$ cat src/rtl/asrv32_prefetch_pkg.sv
// Shared types for the ASRV32 instruction prefetch unit.
//   pf_state_e : fetch engine states (normal fetch / drop stale outstanding request)
//   pf_entry_t : one queue entry, the fetched word tagged with its PC
package asrv32_prefetch_pkg;

  typedef enum logic [0:0] {
    PfFetch = 1'b0,
    PfDrop  = 1'b1
  } pf_state_e;

  localparam int unsigned PfEntryW = 64;
  localparam logic [31:0] PfAddrStep = 32'd4;

  typedef struct packed {
    logic [31:0] pc;
    logic [31:0] inst;
  } pf_entry_t;

endpackage

$ cat src/rtl/asrv32_prefetch_if.sv
// Bus bundle of the prefetch unit: instruction-memory req/ack side and the
// valid/ready/flush side towards the core.
//   master : the prefetch unit
//   slave  : memory + core (or a testbench standing in for them)
interface asrv32_prefetch_if #(
  parameter int unsigned DEPTH = 4
);
  localparam int unsigned CNT_W = $clog2(DEPTH) + 1;

  logic             o_imem_req;
  logic [31:0]      o_imem_addr;
  logic             i_imem_ack;
  logic [31:0]      i_imem_rdata;
  logic             o_inst_valid;
  logic [31:0]      o_inst;
  logic [31:0]      o_inst_pc;
  logic             i_inst_ready;
  logic             i_flush;
  logic [31:0]      i_flush_pc;
  logic [CNT_W-1:0] o_count;

  modport master (
    output o_imem_req, o_imem_addr, o_inst_valid, o_inst, o_inst_pc, o_count,
    input  i_imem_ack, i_imem_rdata, i_inst_ready, i_flush, i_flush_pc
  );

  modport slave (
    input  o_imem_req, o_imem_addr, o_inst_valid, o_inst, o_inst_pc, o_count,
    output i_imem_ack, i_imem_rdata, i_inst_ready, i_flush, i_flush_pc
  );

endinterface

$ cat src/rtl/asrv32_sync_fifo.sv
// First-word-fall-through synchronous FIFO with synchronous clear.
//   clk_i, rst_ni : clock, asynchronous active-low reset
//   clr_i         : empty the FIFO (wins over push/pop)
//   push_i/wdata_i: write, ignored when full
//   pop_i         : drop head, ignored when empty
//   rdata_o       : head entry straight from storage
//   empty_o/full_o/count_o : occupancy status
module asrv32_sync_fifo #(
  parameter int unsigned WIDTH = 64,
  parameter int unsigned DEPTH = 4
) (
  input  logic                     clk_i,
  input  logic                     rst_ni,
  input  logic                     clr_i,
  input  logic                     push_i,
  input  logic [WIDTH-1:0]         wdata_i,
  input  logic                     pop_i,
  output logic [WIDTH-1:0]         rdata_o,
  output logic                     empty_o,
  output logic                     full_o,
  output logic [$clog2(DEPTH):0]   count_o
);
  localparam int unsigned PtrW = $clog2(DEPTH);
  localparam logic [PtrW:0] PtrOne = 1;

  // Pointers carry one extra wrap bit so full and empty are distinguishable.
  logic [PtrW:0]    wptr_q, wptr_d, rptr_q, rptr_d;
  logic [WIDTH-1:0] mem_q [DEPTH];
  logic             do_push, do_pop;

  assign empty_o = (wptr_q == rptr_q);
  assign full_o  = (wptr_q[PtrW] != rptr_q[PtrW]) &&
                   (wptr_q[PtrW-1:0] == rptr_q[PtrW-1:0]);
  assign count_o = wptr_q - rptr_q;
  assign rdata_o = mem_q[rptr_q[PtrW-1:0]];

  assign do_push = push_i & ~full_o & ~clr_i;
  assign do_pop  = pop_i & ~empty_o & ~clr_i;

  always_comb begin
    wptr_d = wptr_q;
    rptr_d = rptr_q;
    if (clr_i) begin
      wptr_d = '0;
      rptr_d = '0;
    end else begin
      if (do_push) wptr_d = wptr_q + PtrOne;
      if (do_pop)  rptr_d = rptr_q + PtrOne;
    end
  end

  always_ff @(posedge clk_i or negedge rst_ni) begin
    if (!rst_ni) begin
      wptr_q <= '0;
      rptr_q <= '0;
    end else begin
      wptr_q <= wptr_d;
      rptr_q <= rptr_d;
    end
  end

  // Storage needs no reset: nothing is read out unless the pointers say valid.
  always_ff @(posedge clk_i) begin
    if (do_push) mem_q[wptr_q[PtrW-1:0]] <= wdata_i;
  end

endmodule

$ cat src/rtl/asrv32_prefetch.sv
// ASRV32 instruction prefetch unit. Fetches words over a req/ack bus into a
// PC-tagged FWFT queue that the core drains with valid/ready; a flush discards
// the queue and redirects fetching. An outstanding request cannot be aborted,
// so a flush during a wait parks in PfDrop until the stale ack arrives.
//   i_clk, i_rst_n : clock, asynchronous active-low reset
//   bus (master)   : imem req/addr/ack/rdata, inst valid/inst/pc/ready,
//                    flush/flush_pc, queue occupancy count
module asrv32_prefetch
  import asrv32_prefetch_pkg::*;
#(
  parameter logic [31:0] PC_RESET = 32'h0000_0000,
  parameter int unsigned DEPTH    = 4
) (
  input  logic               i_clk,
  input  logic               i_rst_n,
  asrv32_prefetch_if.master  bus
);
  localparam int unsigned CNT_W = $clog2(DEPTH) + 1;

  pf_state_e        state_q, state_d;
  logic             req_q, req_d;
  logic [31:0]      addr_q, addr_d;
  logic [31:0]      redir_q, redir_d;

  logic             ack_ok, push, pop, clr;
  logic             fifo_empty, fifo_full, head_valid;
  logic [CNT_W-1:0] count, count_nxt;
  logic [31:0]      flush_tgt;
  pf_entry_t        head, wentry;

  assign ack_ok     = bus.i_imem_ack & req_q;
  assign head_valid = ~fifo_empty;
  assign flush_tgt  = {bus.i_flush_pc[31:2], 2'b00};
  assign wentry     = '{pc: addr_q, inst: bus.i_imem_rdata};

  always_comb begin
    state_d = state_q;
    addr_d  = addr_q;
    redir_d = redir_q;
    clr     = 1'b0;
    push    = 1'b0;
    // Flush beats a same-cycle pop.
    pop     = head_valid & bus.i_inst_ready & ~bus.i_flush;
    unique case (state_q)
      PfFetch: begin
        if (bus.i_flush) begin
          clr = 1'b1;
          if (!req_q || ack_ok) begin
            addr_d = flush_tgt;
          end else begin
            redir_d = flush_tgt;
            state_d = PfDrop;
          end
        end else if (ack_ok) begin
          push   = 1'b1;
          addr_d = addr_q + PfAddrStep;
        end
      end
      PfDrop: begin
        if (bus.i_flush) begin
          clr     = 1'b1;
          redir_d = flush_tgt;
        end
        // A flush coinciding with the stale ack takes the newer target.
        if (ack_ok) begin
          addr_d  = bus.i_flush ? flush_tgt : redir_q;
          state_d = PfFetch;
        end
      end
      default: state_d = PfFetch;
    endcase
    count_nxt = clr ? '0 : count + CNT_W'(push) - CNT_W'(pop);
    // Only request when the next-cycle queue has room, so an ack never lands when full.
    req_d = (count_nxt < CNT_W'(DEPTH)) || (state_d == PfDrop);
  end

  always_ff @(posedge i_clk or negedge i_rst_n) begin
    if (!i_rst_n) begin
      state_q <= PfFetch;
      req_q   <= 1'b0;
      addr_q  <= PC_RESET;
      redir_q <= '0;
    end else begin
      state_q <= state_d;
      req_q   <= req_d;
      addr_q  <= addr_d;
      redir_q <= redir_d;
    end
  end

  asrv32_sync_fifo #(
    .WIDTH (PfEntryW),
    .DEPTH (DEPTH)
  ) u_fifo (
    .clk_i   (i_clk),
    .rst_ni  (i_rst_n),
    .clr_i   (clr),
    .push_i  (push),
    .wdata_i (wentry),
    .pop_i   (pop),
    .rdata_o (head),
    .empty_o (fifo_empty),
    .full_o  (fifo_full),
    .count_o (count)
  );

  assign bus.o_imem_req   = req_q;
  assign bus.o_imem_addr  = addr_q;
  assign bus.o_inst_valid = head_valid;
  assign bus.o_inst       = head_valid ? head.inst : 32'h0;
  assign bus.o_inst_pc    = head_valid ? head.pc : 32'h0;
  assign bus.o_count      = count;

  // An ack without a request is a bus protocol error; the RTL ignores it.
  a_ack_needs_req: assert property (@(posedge i_clk) disable iff (!i_rst_n)
    bus.i_imem_ack |-> req_q);
  a_no_push_full: assert property (@(posedge i_clk) disable iff (!i_rst_n)
    push |-> !fifo_full);

endmodule
$ cat src/flat_wrapper.sv
// flat-port wrapper written by rule: the top's interface ports become plain ports
module asrv32_prefetch_flat import asrv32_prefetch_pkg::*;
#(
  parameter logic [31:0] PC_RESET = 32'h0000_0000,
  parameter int unsigned DEPTH    = 4
)
  (i_clk, i_rst_n, bus_o_imem_req, bus_o_imem_addr, bus_o_inst_valid, bus_o_inst, bus_o_inst_pc, bus_o_count, bus_i_imem_ack, bus_i_imem_rdata, bus_i_inst_ready, bus_i_flush, bus_i_flush_pc);
  asrv32_prefetch_if #(.DEPTH(DEPTH)) bus_i ();
  input  logic i_clk;
  input  logic i_rst_n;
  output wire logic [$bits(bus_i.o_imem_req)-1:0] bus_o_imem_req;
  output wire logic [$bits(bus_i.o_imem_addr)-1:0] bus_o_imem_addr;
  output wire logic [$bits(bus_i.o_inst_valid)-1:0] bus_o_inst_valid;
  output wire logic [$bits(bus_i.o_inst)-1:0] bus_o_inst;
  output wire logic [$bits(bus_i.o_inst_pc)-1:0] bus_o_inst_pc;
  output wire logic [$bits(bus_i.o_count)-1:0] bus_o_count;
  input wire logic [$bits(bus_i.i_imem_ack)-1:0] bus_i_imem_ack;
  input wire logic [$bits(bus_i.i_imem_rdata)-1:0] bus_i_imem_rdata;
  input wire logic [$bits(bus_i.i_inst_ready)-1:0] bus_i_inst_ready;
  input wire logic [$bits(bus_i.i_flush)-1:0] bus_i_flush;
  input wire logic [$bits(bus_i.i_flush_pc)-1:0] bus_i_flush_pc;
  assign bus_o_imem_req = bus_i.o_imem_req;
  assign bus_o_imem_addr = bus_i.o_imem_addr;
  assign bus_o_inst_valid = bus_i.o_inst_valid;
  assign bus_o_inst = bus_i.o_inst;
  assign bus_o_inst_pc = bus_i.o_inst_pc;
  assign bus_o_count = bus_i.o_count;
  assign bus_i.i_imem_ack = bus_i_imem_ack;
  assign bus_i.i_imem_rdata = bus_i_imem_rdata;
  assign bus_i.i_inst_ready = bus_i_inst_ready;
  assign bus_i.i_flush = bus_i_flush;
  assign bus_i.i_flush_pc = bus_i_flush_pc;
  asrv32_prefetch #(.PC_RESET(PC_RESET), .DEPTH(DEPTH)) u_core (.i_clk(i_clk), .i_rst_n(i_rst_n), .bus(bus_i));
endmodule
$ cat config.mk
export PLATFORM = sky130hd
export DESIGN_NAME = asrv32_prefetch_flat
export DESIGN_NICKNAME = d
export VERILOG_FILES = /design/src/rtl/asrv32_prefetch_pkg.sv /design/src/rtl/asrv32_prefetch_if.sv /design/src/rtl/asrv32_sync_fifo.sv /design/src/rtl/asrv32_prefetch.sv /design/src/flat_wrapper.sv
export SDC_FILE = /design/constraint.sdc
export NUM_CORES = 1
export LEC_CHECK = 0
export ABC_CLOCK_PERIOD_IN_PS = 11100
export BUFFER_PORTS_ARGS = -buffer_cell sky130_fd_sc_hd__buf_2
export CAP_MARGIN = 20
export CORE_UTILIZATION = 62
export DETAILED_ROUTE_END_ITERATION = 7
export PLACE_DENSITY = 0.84
export SYNTH_ARGS = -nofsm -noshare
export SYNTH_HDL_FRONTEND = slang
export SYNTH_SLANG_ARGS = --single-unit
$ cat constraint.sdc
create_clock -name i_clk -period 11.1 [get_ports i_clk]
set_clock_uncertainty 0.2 [all_clocks]
set_input_delay 0.555 -clock i_clk [delete_from_list [all_inputs] [get_ports i_clk]]
set_output_delay 0.555 -clock i_clk [all_outputs]
set_load 0.1 [all_outputs]
==> flow_summary.ini, run 1 <==
[critical_path]
path_class = reg2out
reg2reg_depth = 13
crit_path_start = u_core.u_fifo.rptr_q[1]
crit_arrival_ns = 3.55
reg2reg_from = u_core.u_fifo.rptr_q[1]
max_stage_delay_ns = 1.10
r2r_end = u_core.bus.o_imem_req
crit_fanout = 68
cp_num_buf_inv = 3
cp_cell_sequence = inv_1 -> ha_1 -> nand2_1 -> or2_2 -> buf_4 -> and2_1 -> buf_2
cp.depth = 7
end_kind = primary output
critPathCapture = bus_o_inst_pc[13]
cpMaxStageDelayCell = dfrtp_4
r2r_slack_ns = 7.39
critPathTopFamily = flip-flops
crit_required_ns = 10.35
cp-start-kind = flip-flop

[timing]
fin_tns_setup_ns = 0
worst_slew_pin_slew_ns = 1.085
setup_viol = 0
finalHoldViolCount = 0
report.final.slew_viol_count = 0
finalCritPeriodShare = 0.3881
max_freq_ghz = 0.2322
finalCriticalPeriod_ns = 4.307
maxSlewHeadroom = 0.2739
rsz0062_at_grt = no

[clocking]
cts_root_buf = clkbuf_16
cts.sinks = 328
numCtsBuffers = 31
cts_tree = yes
post_cts_buffers = 0
cts_max_level = 1
clockBufferDepth = 3
clk_latency_ns = 0.56
ctsHoldBuffers = 24
clk_pin_slew_ns = 0.07
cts_resized = 0

[synthesis]
yosysSeqAreaShare = 0.6951
synth_compound_area_frac = 0.06058
synth_top_family_by_area = multiplexers
synthArstFlopShare = 0.2195
synth_edf_count = 256
yosys_warnings = 0
avgSynthCellArea_um2 = 16.57
mappedNetlistArea_mm2 = 0.01365
synth_fa_ha_area_frac = 0.01063
ys_types = 55
synth_nets = 904
synthMuxAreaShare = 0.1333
syn-instance-count = 824
synth_xor_area_frac = 0.005132
synth_ff_type = edfxtp_1
synth-simple-area-share = 0.07781
synth-seq-cells = 328

[power_and_ir_drop]
peakVddDrop_uv = 252.4
power_density_mw_per_mm2 = 300.6
p_leak_nw = 5.924

[placed_design]
place_congestion = 0.7957
numPortBuffers = 167
place_hpwl_um = 15890
place_area_mm2 = 0.01473

[cells_and_area]
final_area_mm2 = 0.01602
nets = 1089
final_cell_mix = edfxtp_1, buf_2, dfrtp_1
syn_to_final_growth_pct = 17.38
drive_gt1_frac = 0.3104
n_antenna_cell = 0
fillCellCount = 1266
layout_commonest_cell = edfxtp_1

[grt]
grt_remaining_overflow = 0
track_usage = 0.2551
grt_pass1_wl_um = 43210
antenna_found_initial = 0
grt_start_max_net_pins = 73
first_global_vias = 7918

[die]
placementRows = 53
start_util = 0.6413
chipHeight_um = 150.4
dieArea_mm2 = 0.02262
chipWidth_um = 150.4
io-pin-count = 170
core_mm2 = 0.02129

[detailed_routing]
first_pass_iters = 8
num_vias = 8067
drt_drc_violations_left = 0
ant_nets = 0
drtIter0Drc = 652
avgRoutedWirePerCell_um = 21.56
routed_wl_um = 28230
routed_via_density = 6.163

[job]
maxCapViolations = 0

[run_status]
status = completed

[hold_path]
hold_path_class = in2async
## cell families (layout without fill, tap and decap cells)
family / Yosys count / after routing
AO/OA/AOI/OAI: 125 / 125
XOR/XNOR: 8 / 8
adder cells (fa/ha/maj): 11 / 11
buffers and inverters: 60 / 270
flip-flops: 328 / 328
multiplexers: 98 / 98
AND/OR/NAND/NOR: 194 / 194
## stage by stage
| stage | util | hold WS (ns) | setup slack, ns | total power [mW] | cells |
|---|---|---|---|---|---|
| finish | 0.7528 | 0.006281 | 6.793 | 4.816 | 1309 |
| global route | 0.7528 | 0.008522 | 6.595 | 4.985 | 1309 |
| global placement | 0.6914 | 0.2724 | 7.333 | 3.712 | 1226 |
| detailed placement | 0.6919 | 0.2806 | 7.336 | 3.748 | 1227 |
| CTS | 0.7528 | 0.005052 | 6.722 | 4.837 | 1309 |
| floorplan | - | 0.05941 | 6.846 | 3.367 | 824 |
## synthesized netlist by cell type, types with 11 or more instances
cell / count / area (um2)
buf_2: 11 / 55.05
nand2_1: 29 / 108.9
nor2_1: 36 / 135.1
dfrtp_1: 72 / 1802
inv_1: 13 / 48.80
o21ai_1: 19 / 95.09
nand3_1: 14 / 70.07
clkbuf_1: 34 / 127.6
mux4_2: 64 / 1441
a21oi_1: 14 / 70.07
and2_1: 72 / 450.4
edfxtp_1: 256 / 7687
mux2_2: 18 / 202.7
mux2_1: 12 / 135.1
o21ai_0: 31 / 155.2
## state kept, by name, indices dropped and copies added (netlist names)
name                    cells
u_core.state_q              1
u_core.u_fifo.mem_q       256
u_core.bus.o_imem_addr     32
u_core.redir_q             32
u_core.u_fifo.wptr_q        3
u_core.u_fifo.rptr_q        3
u_core.bus.o_imem_req       1
## layout make-up
cell class | count | area (um2) | area share
repair buffers | 199 | 1140 | 0.07113
well taps | 275 | 344.1 | 0.02147
clock inverters | 21 | 246.5 | 0.01538
multi-input cells | 436 | 3940 | 0.2459
clock buffers | 37 | 808.3 | 0.05044
flip-flops and latches | 328 | 9497 | 0.5926
inverters | 13 | 48.80 | 0.003045
## power breakdown
part	internal (mW)	switching, mW
sequential	1.55	0.233
clock	0.637	0.447
combinational	0.422	1.53
total	2.60	2.21
## worst register-to-register path, cell delays in order, from the launching register on
cell     delay, ns
dfrtp_4       1.10
inv_1         0.12
ha_1          0.37
nand2_1       0.05
or2_2         0.28
nand2_1       0.15
nor2_1        0.06
ha_1          0.20
inv_1         0.05
ha_1          0.21
a41oi_1       0.22
xnor2_1       0.16
xnor2_1       0.09
or3_1         0.31
## how the worst min path moves through the flow
| stage | startpoint | end | slack, ns | depth (start not counted) |
|---|---|---|---|---|
| after floorplan | i_rst_n | u_core.bus.o_imem_addr[0] | 0.06 | 0 |
| after global placement | u_core.redir_q[1] | u_core.redir_q[1] | 0.27 | 1 |
| after detailed placement | u_core.redir_q[30] | u_core.redir_q[30] | 0.28 | 1 |
| after CTS | bus_i_imem_rdata[13] | u_core.u_fifo.mem_q[1][13] | 0.005 | 1 |
| after global routing | bus_i_imem_rdata[13] | u_core.u_fifo.mem_q[0][13] | 0.009 | 1 |
| final | i_rst_n | u_core.redir_q[27] | 0.006 | 2 |
## per-layer routing
layer	vias to the layer above	GRT usage	wire, um
met5	-	0	0
met4	0	0.06667	617
met3	47	0.04091	1987
met2	333	0.4286	13980
met1	4085	0.3510	11640
li1	3602	-	-
(Power assumes the default switching activity.)
==> run 2, diff against run 1 <==
--- a/config.mk
+++ b/config.mk
@@ -5,12 +5,12 @@
 export SDC_FILE = /design/constraint.sdc
 export NUM_CORES = 1
 export LEC_CHECK = 0
-export ABC_CLOCK_PERIOD_IN_PS = 11100
+export ABC_CLOCK_PERIOD_IN_PS = 4150
 export BUFFER_PORTS_ARGS = -buffer_cell sky130_fd_sc_hd__buf_2
 export CAP_MARGIN = 20
-export CORE_UTILIZATION = 62
+export CORE_UTILIZATION = 58
 export DETAILED_ROUTE_END_ITERATION = 7
-export PLACE_DENSITY = 0.84
+export PLACE_DENSITY = 0.8
 export SYNTH_ARGS = -nofsm -noshare
 export SYNTH_HDL_FRONTEND = slang
 export SYNTH_SLANG_ARGS = --single-unit
==> constraint.sdc (replaced) <==
create_clock -name i_clk -period 4.15 [get_ports i_clk]
set_clock_uncertainty 0.2 [all_clocks]
set_input_delay 0.2075 -clock i_clk [delete_from_list [all_inputs] [get_ports i_clk]]
set_output_delay 0.2075 -clock i_clk [all_outputs]
set_load 0.1 [all_outputs]
==> flow_summary.ini, run 2 (synthesis gave the netlist of run 1 again) <==
[job]
maxCapViolations = 0

[timing]
finalCritPeriodShare = 0.8669
setup_viol = 0
worst_slew_pin_slew_ns = 1.087
report.final.slew_viol_count = 0
fin_ws_ns = 0.5525
rsz0062_at_grt = no
fin_tns_setup_ns = 0
holdWs_ns = 0.07468
finalCriticalPeriod_ns = 3.598
maxSlewHeadroom = 0.2706
max_freq_ghz = 0.2780
finalHoldViolCount = 0

[critical_path]
cpMaxStageDelayCell = buf_4
max_stage_delay_ns = 0.73
critPathTopFamily = buffers and inverters
crit_arrival_ns = 3.19
cp_num_buf_inv = 3
crit_required_ns = 3.74
end_kind = primary output
crit_fanout = 47
reg2reg_depth = 13
r2r_end = u_core.bus.o_imem_req
crit_path_start = u_core.u_fifo.rptr_q[0]
path_class = reg2out
cp_cell_sequence = buf_4 -> buf_4 -> mux4_2 -> and2_1 -> buf_2
cp.depth = 5
cp-start-kind = flip-flop
reg2reg_from = u_core.u_fifo.wptr_q[0]
crit_top_cell = buf_4
r2r_slack_ns = 1.18
critPathCapture = bus_o_inst[6]

[clocking]
cts_root_buf = clkbuf_16
clockBufferDepth = 3
ctsHoldBuffers = 65
cts.sinks = 328
post_cts_buffers = 0
cts_resized = 0
clk_pin_slew_ns = 0.06
cts_tree = yes
numCtsBuffers = 35
clk_latency_ns = 0.50
cts_max_level = 2

[detailed_routing]
routed_wl_um = 28500
routed_via_density = 5.888
drt_drc_violations_left = 0
first_pass_iters = 5
ant_nets = 0
avgRoutedWirePerCell_um = 20.36
num_vias = 8243
drtIter0Drc = 726

[power_and_ir_drop]
peakVddDrop_uv = 698.6
power_density_mw_per_mm2 = 787.9
p_leak_nw = 6.203
power_mw = 13.15

[grt]
met2_usage = 0.4008
first_global_vias = 8195
use_met3 = 0.04011
grt_pass1_wl_um = 44500
track_usage = 0.2429
antenna_found_initial = 0
busiest_layer = met2
grt_start_max_net_pins = 67
grt_remaining_overflow = 0
met1_usage = 0.3369

[cells_and_area]
fillCellCount = 1416
largest_register_ffs = 256
fin_util = 0.7303
nets = 1141
final_cell_mix = edfxtp_1, buf_2, dfrtp_1
layout_commonest_cell = edfxtp_1
final_area_mm2 = 0.01668
syn_to_final_growth_pct = 22.22
n_antenna_cell = 0
stdcell_count = 1400
drive_gt1_frac = 0.3017

[placed_design]
place_area_mm2 = 0.01484
pre_cts_ws_ns = 0.9914
numPortBuffers = 167
dp_cells = 1271
place_hpwl_um = 16370
place_congestion = 0.8084

[die]
chipWidth_um = 155.4
start_util = 0.5975
io-pin-count = 170
chipHeight_um = 155.4
placementRows = 55
core_mm2 = 0.02285
dieArea_mm2 = 0.02416

[run_status]
status = completed

[hold_path]
hold_path_class = in2async
## run 2: changes by cell type in the layout (fill, tap and decap cells not counted), moves of 2 or more
| cell | before | now |
|---|---|---|
| dlygate4sd3_1 | 24 | 65 |
| clkbuf_16 | 31 | 37 |
| buf_4 | 7 | 12 |
| clkinv_1 | 4 | 8 |
| clkbuf_8 | 1 | 4 |
| buf_12 | 0 | 2 |
| bufinv_16 | 5 | 3 |
| clkinv_2 | 5 | 3 |
| clkinv_4 | 2 | 0 |
| clkinvlp_4 | 4 | 2 |
## run 2: worst min-delay path by stage
stage / from / to / slack [ns]
floorplan: i_rst_n / u_core.bus.o_imem_addr[0] / -0.29
global placement: i_rst_n / u_core.redir_q[26] / 0.08
detailed placement: i_rst_n / u_core.redir_q[26] / 0.08
CTS: bus_i_flush / u_core.u_fifo.rptr_q[0] / 0.06
global route: bus_i_flush / u_core.u_fifo.wptr_q[2] / 0.10
finish: i_rst_n / u_core.redir_q[26] / 0.07
## run 2: power by group
| group | switching, mW | total, mW | leakage (nW) | internal, mW |
|---|---|---|---|---|
| clock | 1.20 | 3.09 | 0.564 | 1.88 |
| combinational | 4.20 | 5.38 | 2.44 | 1.19 |
| sequential | 0.540 | 4.68 | 3.20 | 4.14 |
## run 2: area by class of cell
class / instances / area, um2 / area share
Timing Repair Buffer: 247 / 1644 / 0.09854
Sequential cell: 328 / 9497 / 0.5692
Clock inverter: 17 / 166.4 / 0.009974
Tap cell: 313 / 391.6 / 0.02347
Multi-Input combinational cell: 436 / 3938 / 0.2360
Clock buffer: 46 / 999.7 / 0.05992
Inverter: 13 / 48.80 / 0.002925
## run 2: metal layers
layer  part of all wire  wire length, um
met1               0.42            12050
met5                  0                0
met4              0.024              682
met2               0.50            14130
met3              0.057             1636
==> run 3, diff against run 2 <==
--- a/config.mk
+++ b/config.mk
@@ -5,12 +5,13 @@
 export SDC_FILE = /design/constraint.sdc
 export NUM_CORES = 1
 export LEC_CHECK = 0
-export ABC_CLOCK_PERIOD_IN_PS = 4150
+export ABC_CLOCK_PERIOD_IN_PS = 4000
 export BUFFER_PORTS_ARGS = -buffer_cell sky130_fd_sc_hd__buf_2
 export CAP_MARGIN = 20
 export CORE_UTILIZATION = 58
 export DETAILED_ROUTE_END_ITERATION = 7
 export PLACE_DENSITY = 0.8
+export SLEW_MARGIN = 20
 export SYNTH_ARGS = -nofsm -noshare
 export SYNTH_HDL_FRONTEND = slang
 export SYNTH_SLANG_ARGS = --single-unit
==> constraint.sdc (replaced) <==
create_clock -name i_clk -period 4 [get_ports i_clk]
set_clock_uncertainty 0.2 [all_clocks]
set_input_delay 0.2 -clock i_clk [delete_from_list [all_inputs] [get_ports i_clk]]
set_output_delay 0.2 -clock i_clk [all_outputs]
set_load 0.1 [all_outputs]
==> flow_summary.ini, run 3 (synthesis gave the netlist of run 1 again) <==
[critical_path]
path_class = reg2out
cpMaxStageDelayCell = buf_4
max_stage_delay_ns = 0.45
cp_cell_sequence = inv_1 -> ha_1 -> nand2_1 -> or2_2 -> buf_4 -> and2_1 -> buf_2
cp-start-kind = flip-flop
end_kind = primary output
crit_required_ns = 3.60
crit_fanout = 66
crit_arrival_ns = 2.81

[timing]
fin_tns_setup_ns = 0
finalCritPeriodShare = 0.8029
holdWs_ns = 0.1340
setup_viol = 0
report.final.slew_viol_count = 0
finalCriticalPeriod_ns = 3.212
worst_slew_pin_slew_ns = 0.9671
fin_ws_ns = 0.7882
maxSlewHeadroom = 0.3552
finalHoldViolCount = 0
rsz0062_at_grt = no
max_freq_ghz = 0.3114

[cells_and_area]
largest_register_ffs = 256
nets = 1149
syn_to_final_growth_pct = 22.71
fillCellCount = 1397
drive_gt1_frac = 0.3075
final_cell_mix = edfxtp_1, buf_2, dfrtp_1
n_antenna_cell = 0
stdcell_count = 1409
layout_commonest_cell = edfxtp_1

[detailed_routing]
first_pass_iters = 6
ant_nets = 0
drtIter0Drc = 804
routed_via_density = 5.908
num_vias = 8325
drt_drc_violations_left = 0
avgRoutedWirePerCell_um = 20.83
routed_wl_um = 29350

[die]
core_mm2 = 0.02285
start_util = 0.5975
io-pin-count = 170
chipWidth_um = 155.4
placementRows = 55
dieArea_mm2 = 0.02416
chipHeight_um = 155.4

[clocking]
cts_tree = yes
clk_pin_slew_ns = 0.06
cts_max_level = 2
clk_latency_ns = 0.51
ctsHoldBuffers = 67
clockBufferDepth = 3
cts_root_buf = clkbuf_16
post_cts_buffers = 0
cts.sinks = 328
numCtsBuffers = 36
cts_resized = 0

[placed_design]
pre_cts_ws_ns = 0.9633
numPortBuffers = 167
dp_cells = 1277
place_hpwl_um = 17180
place_congestion = 0.8154

[grt]
first_global_vias = 8613
antenna_found_initial = 0
grt_pass1_wl_um = 46740
grt_start_max_net_pins = 67
grt_remaining_overflow = 0
track_usage = 0.2542

[job]
maxCapViolations = 0

[power_and_ir_drop]
peakVddDrop_uv = 886.8
power_mw = 13.67
power_density_mw_per_mm2 = 816.3
p_leak_nw = 6.247

[run_status]
status = completed

[hold_path]
hold_path_class = in2async
==> run 3: cell types whose count changed in the layout (fill, tap and decap cells not counted), moves of 2 or more <==
cell,before,now
inv_6,0,2
clkinv_2,3,5
buf_12,2,4
buf_4,12,16
dlygate4sd3_1,65,67
==> run 3: through the flow <==
stage / area [um2] / utilization
floorplan: 13650 / -
global placement: 14910 / 0.6527
detailed placement: 14910 / 0.6527
CTS: 16750 / 0.7332
global route: 16750 / 0.7332
finish: 16750 / 0.7332
==> run 3: area by class of cell <==
cell class / count / area (um2) / area share
Clock buffer: 45 / 985.9 / 0.05885
Tap cell: 313 / 391.6 / 0.02338
Timing Repair Buffer: 254 / 1707 / 0.1019
Inverter: 13 / 48.80 / 0.002913
Multi-Input combinational cell: 436 / 3940 / 0.2352
Sequential cell: 328 / 9497 / 0.5669
Clock inverter: 20 / 182.7 / 0.01090
==> run 3: per-layer routing <==
metal	vias to the layer above	GRT usage	part of all wire
met3	51	0.03788	0.065
met4	0	0.07890	0.021
li1	3726	-	-
met2	377	0.4228	0.49
met1	4171	0.3512	0.42
met5	-	0	0
==> run 3: worst paths after layout <==
path,start,endpoint,slack (ns),depth (start not counted)
max,u_core.u_fifo.wptr_q[0],bus_o_inst_pc[31],0.79,7
min,i_rst_n,u_core.redir_q[26],0.13,2
max reg2reg,u_core.u_fifo.wptr_q[0],u_core.bus.o_imem_req,0.93,13
min reg2reg,u_core.redir_q[1],u_core.redir_q[1],0.30,1
max in group asynchronous,i_rst_n,u_core.state_q,2.77,3
min in group i_clk,bus_i_imem_rdata[1],u_core.u_fifo.mem_q[3][1],0.24,2
==> run 3: worst max-delay path, delay by kind of cell, from the launching register on <==
family / cells / cell delay [ns]
adders and majority gates: 1 / 0.38
buffers and inverters: 3 / 0.98
and+or+nand+nor: 3 / 0.47
DFF: 1 / 0.40
==> run 3: report_power, final <==
part           total (mW)  leakage (nW)  internal, mW  switching [mW]
Clock                3.23         0.570          1.95            1.28
Combinational        5.59          2.48          1.23            4.36
Sequential           4.86          3.20          4.29           0.574
